$ cat src/rtl/cache_ctrl_fsm.sv
// Cache controller FSM: compare, victim writeback, line fill, retry.
// Ports: clk_i/rst_i; CPU rd_i/wr_i; array hit_i/valid_i/dirty_i; mem_stall_i;
//        stall_o/done_o/cache_hit_o/err_o; cache comp/wr/sel/offset; mem wr/rd/sel/offset.
module cache_ctrl_fsm #(
    parameter int WORDS   = 4,
    parameter int OFF_W   = 2,
    parameter int MEM_LAT = 2
) (
    input  logic             clk_i,
    input  logic             rst_i,
    input  logic             rd_i,
    input  logic             wr_i,
    input  logic             hit_i,
    input  logic             valid_i,
    input  logic             dirty_i,
    input  logic             mem_stall_i,
    output logic             stall_o,
    output logic             done_o,
    output logic             cache_hit_o,
    output logic             err_o,
    output logic             comp_o,
    output logic             cache_wr_o,
    output logic             cache_sel_o,
    output logic [OFF_W-1:0] cache_offset_o,
    output logic             mem_wr_o,
    output logic             mem_rd_o,
    output logic             mem_sel_o,
    output logic [OFF_W-1:0] mem_offset_o
);

    typedef enum logic [1:0] {IDLE, WB, FILL, RETRY} state_e;

    localparam logic [OFF_W:0] LAST = (OFF_W+1)'(WORDS - 1);
    localparam logic [OFF_W:0] CNT  = (OFF_W+1)'(WORDS);

    state_e           state_q, state_d;
    logic [OFF_W:0]   cnt_q, cnt_d;
    logic [OFF_W:0]   ret_q, ret_d;
    logic             op_q, op_d;
    logic [MEM_LAT-1:0] pv_q;
    logic [OFF_W-1:0] pi_q [MEM_LAT];

    logic             req;
    logic             issue;
    logic             push;
    logic             pop;
    logic [OFF_W-1:0] pop_idx;

    assign req     = rd_i ^ wr_i;
    assign issue   = (state_q == FILL) && (cnt_q < CNT);
    assign push    = issue && !mem_stall_i;
    assign pop     = pv_q[MEM_LAT-1];
    assign pop_idx = pi_q[MEM_LAT-1];

    // State, counters and the memory return pipeline
    always_ff @(posedge clk_i) begin
        if (rst_i) begin
            state_q <= IDLE;
            cnt_q   <= '0;
            ret_q   <= '0;
            op_q    <= 1'b0;
            pv_q    <= '0;
            for (int j = 0; j < MEM_LAT; j++) pi_q[j] <= '0;
        end else begin
            state_q <= state_d;
            cnt_q   <= cnt_d;
            ret_q   <= ret_d;
            op_q    <= op_d;
            pv_q[0] <= push;
            pi_q[0] <= cnt_q[OFF_W-1:0];
            for (int j = 1; j < MEM_LAT; j++) begin
                pv_q[j] <= pv_q[j-1];
                pi_q[j] <= pi_q[j-1];
            end
        end
    end

    always_comb begin
        state_d = state_q;
        cnt_d   = cnt_q;
        ret_d   = ret_q;
        op_d    = op_q;
        case (state_q)
            IDLE: begin
                if (req && !(hit_i && valid_i)) begin
                    op_d    = wr_i;
                    cnt_d   = '0;
                    ret_d   = '0;
                    state_d = (dirty_i && valid_i) ? WB : FILL;
                end
            end
            WB: begin
                if (!mem_stall_i) begin
                    if (cnt_q == LAST) begin
                        cnt_d   = '0;
                        state_d = FILL;
                    end else begin
                        cnt_d = cnt_q + 1'b1;
                    end
                end
            end
            FILL: begin
                if (push) cnt_d = cnt_q + 1'b1;
                if (pop) begin
                    ret_d = ret_q + 1'b1;
                    // last word written this cycle; retry the access next
                    if (ret_q == LAST) begin
                        cnt_d   = '0;
                        ret_d   = '0;
                        state_d = RETRY;
                    end
                end
            end
            RETRY:   state_d = IDLE;
            default: state_d = IDLE;
        endcase
    end

    always_comb begin
        stall_o        = 1'b0;
        done_o         = 1'b0;
        cache_hit_o    = 1'b0;
        err_o          = 1'b0;
        comp_o         = 1'b0;
        cache_wr_o     = 1'b0;
        cache_sel_o    = 1'b0;
        cache_offset_o = '0;
        mem_wr_o       = 1'b0;
        mem_rd_o       = 1'b0;
        mem_sel_o      = 1'b0;
        mem_offset_o   = '0;
        if (!rst_i) begin
            case (state_q)
                IDLE: begin
                    if (rd_i && wr_i) begin
                        err_o = 1'b1;
                    end else if (req) begin
                        comp_o     = 1'b1;
                        cache_wr_o = wr_i;
                        if (hit_i && valid_i) begin
                            done_o      = 1'b1;
                            cache_hit_o = 1'b1;
                        end else begin
                            stall_o = 1'b1;
                        end
                    end
                end
                WB: begin
                    stall_o        = 1'b1;
                    mem_wr_o       = 1'b1;
                    mem_offset_o   = cnt_q[OFF_W-1:0];
                    cache_sel_o    = 1'b1;
                    cache_offset_o = cnt_q[OFF_W-1:0];
                end
                FILL: begin
                    stall_o = 1'b1;
                    if (issue) begin
                        mem_rd_o     = 1'b1;
                        mem_sel_o    = 1'b1;
                        mem_offset_o = cnt_q[OFF_W-1:0];
                    end
                    if (pop) begin
                        cache_wr_o     = 1'b1;
                        cache_sel_o    = 1'b1;
                        cache_offset_o = pop_idx;
                    end
                end
                RETRY: begin
                    comp_o     = 1'b1;
                    cache_wr_o = op_q;
                    done_o     = 1'b1;
                end
                default: err_o = 1'b1;
            endcase
        end
    end

endmodule

$ cat config.mk
export PLATFORM = sky130hd
export DESIGN_NAME = cache_ctrl_fsm
export DESIGN_NICKNAME = d
export VERILOG_FILES = /design/src/rtl/cache_ctrl_fsm.sv
export SDC_FILE = /design/constraint.sdc
export NUM_CORES = 1
export LEC_CHECK = 0
export ABC_AREA = 1
export CORE_UTILIZATION = 46
export DETAILED_ROUTE_END_ITERATION = 8
export MAX_ROUTING_LAYER = met4
export PLACE_DENSITY = 0.71
export SETUP_SLACK_MARGIN = 0.02
export SLEW_MARGIN = 20
export SYNTH_ARGS = -nofsm -noshare
export SYNTH_HDL_FRONTEND = slang
export SYNTH_SLANG_ARGS = --single-unit
$ cat constraint.sdc
create_clock -name clk_i -period 1.3 [get_ports clk_i]
set_input_delay 0.26 -clock clk_i [delete_from_list [all_inputs] [get_ports clk_i]]
set_output_delay 0.26 -clock clk_i [all_outputs]
set_load 0.02 [all_outputs]
# After elaboration in Yosys (flattened, before gate mapping)
# Memories as Yosys holds them, arrays and structs flattened.
# Index checks and enable logic that the tools add are counted.
# word_totals
mem_bits_rw,4
inputBits,8
reg_bits,11
latchBits,0
n_memories,1
romBits,0
output_inout_bits,14
# op_classes
n_shift,0
mux,59
addsub,2
n_reduce_logical,16
multipliers,0
n_lt_le_gt_ge,1
bitwise_logic,3
n_eq_ne,10
div,0
# memory_table
name,depth,width,read_ports,rd_clocked_by_memory_dff,write_ports,line_no,text
pi_q,2,2,2,0,2,41,logic [OFF_W-1:0] pi_q [MEM_LAT];
# ops
cell,count
$mux 1,29
$mux 2,12
$mux 3,8
$pmux 3 s3,1
$ne 2x2->1 const B,4
$pmux 1 s2,4
$pmux 2 s2,2
$pmux 2 s4,1
$add 3x1->3 const B,2
$eq 3x2->1 const B,2
$logic_and 1x1->1,6
$pmux 3 s2,1
$reduce_and 3->1,2
$reduce_and 5->1,1
$eq 2x2->1 const B,2
$lt 3x3->1 const B,1
$pmux 1 s3,1
$reduce_bool 3->1,1
$eq 2x1->1 const B,1
$logic_not 1->1,2
$logic_not 2->1,1
$ne 2x1->1 const B,1
$or 1x1->1,2
$reduce_and 2->1,1
other kinds (3),3

# Logic depth before layout (Yosys ltp)
# logic_depth
word_depth,7
mapped_depth,11

# Worst setup path after synthesis
# No wires, ideal clock.
# synth_path
path_kind,reg2out
from,register state_q[0]
to,output cache_offset_o[0]
path_stages_with_launch,7
t_required_ns,1.040
slack_ns,-0.368
arrival_ns,1.408
n_path_buf,0
path_cell_list,dfxtp_1 inv_1 ha_1 inv_1 nor2_4 nand3_1 o22ai_1
# synth_between
elab_chain_len,3
word_cells_on_any_way,4
cone_classes,2 x eq/ne; 2 x mux
# synth_rtl
item,line_no,text
"start, declared",36,"state_e state_q, state_d;"
"start signal, assigned",65,state_q <= state_d;
$eq 2x2->1 or $eq 2x1->1 (tied branches),133,case (state_q)
$pmux 2 s2 (*),133,
$mux 2 (*),132,if (!rst_i) begin
"end, declared",24,"output logic [OFF_W-1:0] cache_offset_o,"
# Mark *: on every way between the ends. The rest lies on a longest branch, timed or not.

# Worst setup path after layout
# layout_path
from,register state_q[0]
to,output cache_offset_o[1]
# Same word-level chain as after synthesis.

==> flow_metrics.env <==
export IMPL_critical_path_startpoint_category="flop"
export IMPL_synthesis_nets=197
export IMPL_gp_congestion=0.866
export IMPL_areaGrowthSynthToFinish_pct=71.1
export IMPL_cts_tree="done"
export IMPL_worst_setup_path_end_kind="output pin"
export IMPL_sequential_cell_area_sq_um=308
export IMPL_post_synth_xor_area_fraction=0
export IMPL_most_common_layout_cells="sky130_fd_sc_hd__nand2_1, sky130_fd_sc_hd__buf_4, sky130_fd_sc_hd__inv_1"
export IMPL_crit_arrival_ps=1660
export IMPL_fin_worst_hold_slack_ps=385
export IMPL_totalPowerFinal_w=0.00382
export IMPL_synth_compound_area_frac=0.0606
export IMPL_dp_worst_setup_slack_ps=-1200
export IMPL_ctsLongestPathBuffers=2
export IMPL_maxSlewViolCount=0
export IMPL_grt_pass1_wl_microns=5680
export IMPL_start_util=0.499
export IMPL_crit_chain="inv_6, ha_4, inv_4, nor2_4, buf_12, nand2_4, o22ai_4, buf_6"
export IMPL_die_y_microns=51.7
export IMPL_report_final_hold_viol_count=0
export IMPL_synth_mux_area_frac=0
export IMPL_clkSlewWorstSetupHoldPaths_ps=110
export IMPL_drtIter0Drc=26
export IMPL_fmaxAchievable_mhz=520
export IMPL_cap_violations=0
export IMPL_half_perimeter_wire_length_after_detailed_placement_microns=2480
export IMPL_viasPerCell=4.94
export IMPL_num_antenna_cells=0
export IMPL_share_of_synthesized_cell_area_in_full_adder_half_adder_and_majority_cells=0.143
export IMPL_fp_row_count=17
export IMPL_insertion_delay_ps=300
export IMPL_place_area_sq_um=1780
export IMPL_cts_buffers_inserted=3
export IMPL_critPathMaxFanout=4
export IMPL_final_min_period_over_clock_period=1.48
export IMPL_htree_num_levels=1
export IMPL_route_detailed_drc=0
export IMPL_timing_final_setup_violations=22
export IMPL_violated_checks="setup timing"
export IMPL_share_of_layout_cells_above_drive_strength_1=0.481
export IMPL_portBuffers=21
export IMPL_drtPass1Iterations=4
export IMPL_synthesis_yosys_warnings=0
export IMPL_placed_cells=253
export IMPL_postCtsHoldBufs=0
export IMPL_slowest_stage="sky130_fd_sc_hd__dfxtp_4"
export IMPL_routed_via_count=1290
export IMPL_detail_route_antenna_nets=0
export IMPL_clock_sink_count=15
export IMPL_post_synth_and_or_nand_nor_area_fraction=0.398
export IMPL_die_area_sq_um=2670
export IMPL_synth_seq_area_share=0.264
export IMPL_worst_slack_ps=-624
export IMPL_final_fill_count=141
export IMPL_grt_antenna_before_repair=0
export IMPL_cts_root_buffer="sky130_fd_sc_hd__clkbuf_4"
export IMPL_routed_wl_microns=3430
export IMPL_worst_slew_pin_slew_ps=221
export IMPL_core_area_sq_um=2280
export IMPL_postSynthCellCount=176
export IMPL_irDropWorstVdd_mv=1.70
export IMPL_number_of_different_library_cells_in_the_post_synthesis_netlist=23
export IMPL_status="finished, violations left"
export IMPL_netlist_area_before_placement_sq_um=1140
export IMPL_setup_worst_path_class="reg -> out"
export IMPL_worst_hold_path_type="in -> reg"
export IMPL_yosys_register_bits=15
export IMPL_crit_path_max_incr_delay_ps=390
export IMPL_setup_repair_after_global_routing_missed_its_margin="true"
export IMPL_io_pins=22
export IMPL_drt_wirelength_per_cell_microns=13.2
export IMPL_total_leakage_power_nw=0.945
export IMPL_post_route_cell_area_sq_um=1940
export IMPL_cp_required_ps=1040
export IMPL_num_nets_final=255
export IMPL_combinational_family_with_the_most_area_after_synthesis="simple AND/OR/NAND/NOR gates"
export IMPL_final_cell_count_no_fill=261
export IMPL_path_buf_inv=4
export IMPL_powerDensity_nw_per_um2=1970
export IMPL_post_synthesis_average_cell_area_sq_um=6.46
export IMPL_grt_total_ovfl=0
export IMPL_grt_max_degree=10
export IMPL_relSlewSlack=0.851
export IMPL_layout_cells_most_common="sky130_fd_sc_hd__nand2_1"
export IMPL_multi_input_area_sq_um=920
export IMPL_timing_reg2reg_setup_slack_ps=-430
export IMPL_finalClockSkew_ps=1.80
export IMPL_first_global_vias=1315
export IMPL_floorplan_die_width_microns=51.7
export IMPL_finalCriticalPeriod_ps=1920
export IMPL_critical_path_top_delay_family="flip-flops"
export IMPL_groute_usage_overall=0.298
-- registers in the layout, indices dropped and copies added (netlist names) --
signal	cells
pi_q	4
cnt_q	3
ret_q	3
pv_q	2
state_q	2
op_q	1
-- logic make-up (layout without fill, tap and decap cells) --
| family | after synthesis | after routing |
|---|---|---|
| AO/OA/AOI/OAI | 11 | 11 |
| adder cells (fa/ha/maj) | 13 | 13 |
| flip-flops | 15 | 15 |
| AND/OR/NAND/NOR | 100 | 100 |
| buffers and inverters | 37 | 94 |
-- layout make-up --
cell class	instances	share of cell area
Clock buffer	3	0.0116
Clock inverter	1	0.00257
Inverter	33	0.0727
Multi-Input combinational cell	124	0.473
Sequential cell	15	0.158
Tap cell	28	0.0180
Timing Repair Buffer	57	0.264
-- timing repair --
| action | 4_1_cts | 5_1_grt |
|---|---|---|
| setup buffers | 5 | 1 |
| setup endpoints to repair | 22 | 22 |
| resized for setup | 97 | 14 |
| pin swaps | 8 | 6 |
-- worst reg2reg max path: cells and delay by family, from the launching register on --
| family | cells | cell delay, ps |
|---|---|---|
| fa+ha+maj | 1 | 210 |
| buf+inv | 5 | 600 |
| flops | 1 | 380 |
| simple gates | 6 | 460 |
-- layer usage --
metal,part of all wire,vias to the layer above,global-route usage
met2,0.52,34,0.545
met1,0.43,600,0.331
met4,0.014,0,0.0946
li1,-,647,-
met3,0.041,9,0.0439
met5,0,-,-
-- power breakdown --
group	switching, W	leakage (nW)	internal (W)
logic	0.00163	0.804	0.00128
registers	0.0000661	0.123	0.000546
clock network	0.000192	0.0177	0.000115
total	0.00188	0.945	0.00194
-- through the flow --
step | utilization | setup TNS [ps]
4_1_cts | 0.845 | -9520
3_3_place_gp | 0.781 | -16260
2_1_floorplan | - | -1490
3_5_place_dp | 0.781 | -17110
6_report | 0.854 | -9140
5_1_grt | 0.854 | -10530
-- Yosys cell counts --
cell                        n  area [sq um]
sky130_fd_sc_hd__nand3b_1   1          7.51
sky130_fd_sc_hd__buf_4      1          7.51
sky130_fd_sc_hd__nand2_2    5          31.3
sky130_fd_sc_hd__nor2_4     3          33.8
sky130_fd_sc_hd__a21oi_1    3          15.0
sky130_fd_sc_hd__inv_1     30           113
sky130_fd_sc_hd__inv_2      3          11.3
sky130_fd_sc_hd__buf_6      1          11.3
sky130_fd_sc_hd__ha_1      13           163
sky130_fd_sc_hd__a21oi_2    1          8.76
sky130_fd_sc_hd__o21ai_0    3          15.0
sky130_fd_sc_hd__nor2_2     4          25.0
sky130_fd_sc_hd__buf_2      2          10.0
sky130_fd_sc_hd__a211oi_2   1          12.5
sky130_fd_sc_hd__nand4_1    1          6.26
sky130_fd_sc_hd__nand3_2    2          20.0
sky130_fd_sc_hd__o22ai_1    2          12.5
sky130_fd_sc_hd__nor2_1    27           101
sky130_fd_sc_hd__nand3_1    9          45.0
sky130_fd_sc_hd__o21ai_1    1          5.00
sky130_fd_sc_hd__nand2_1   47           176
sky130_fd_sc_hd__nor3_1     1          5.00
sky130_fd_sc_hd__dfxtp_1   15           300
-- final timing paths --
check	start	end	cells after the start
max	state_q[0]	cache_offset_o[1]	8
min	rst_i	ret_q[0]	3
max reg2reg	state_q[0]	state_q[0]	12
min reg2reg	pi_q[0][0]	pi_q[0][2]	2
Power figures use the tool's default switching activity.
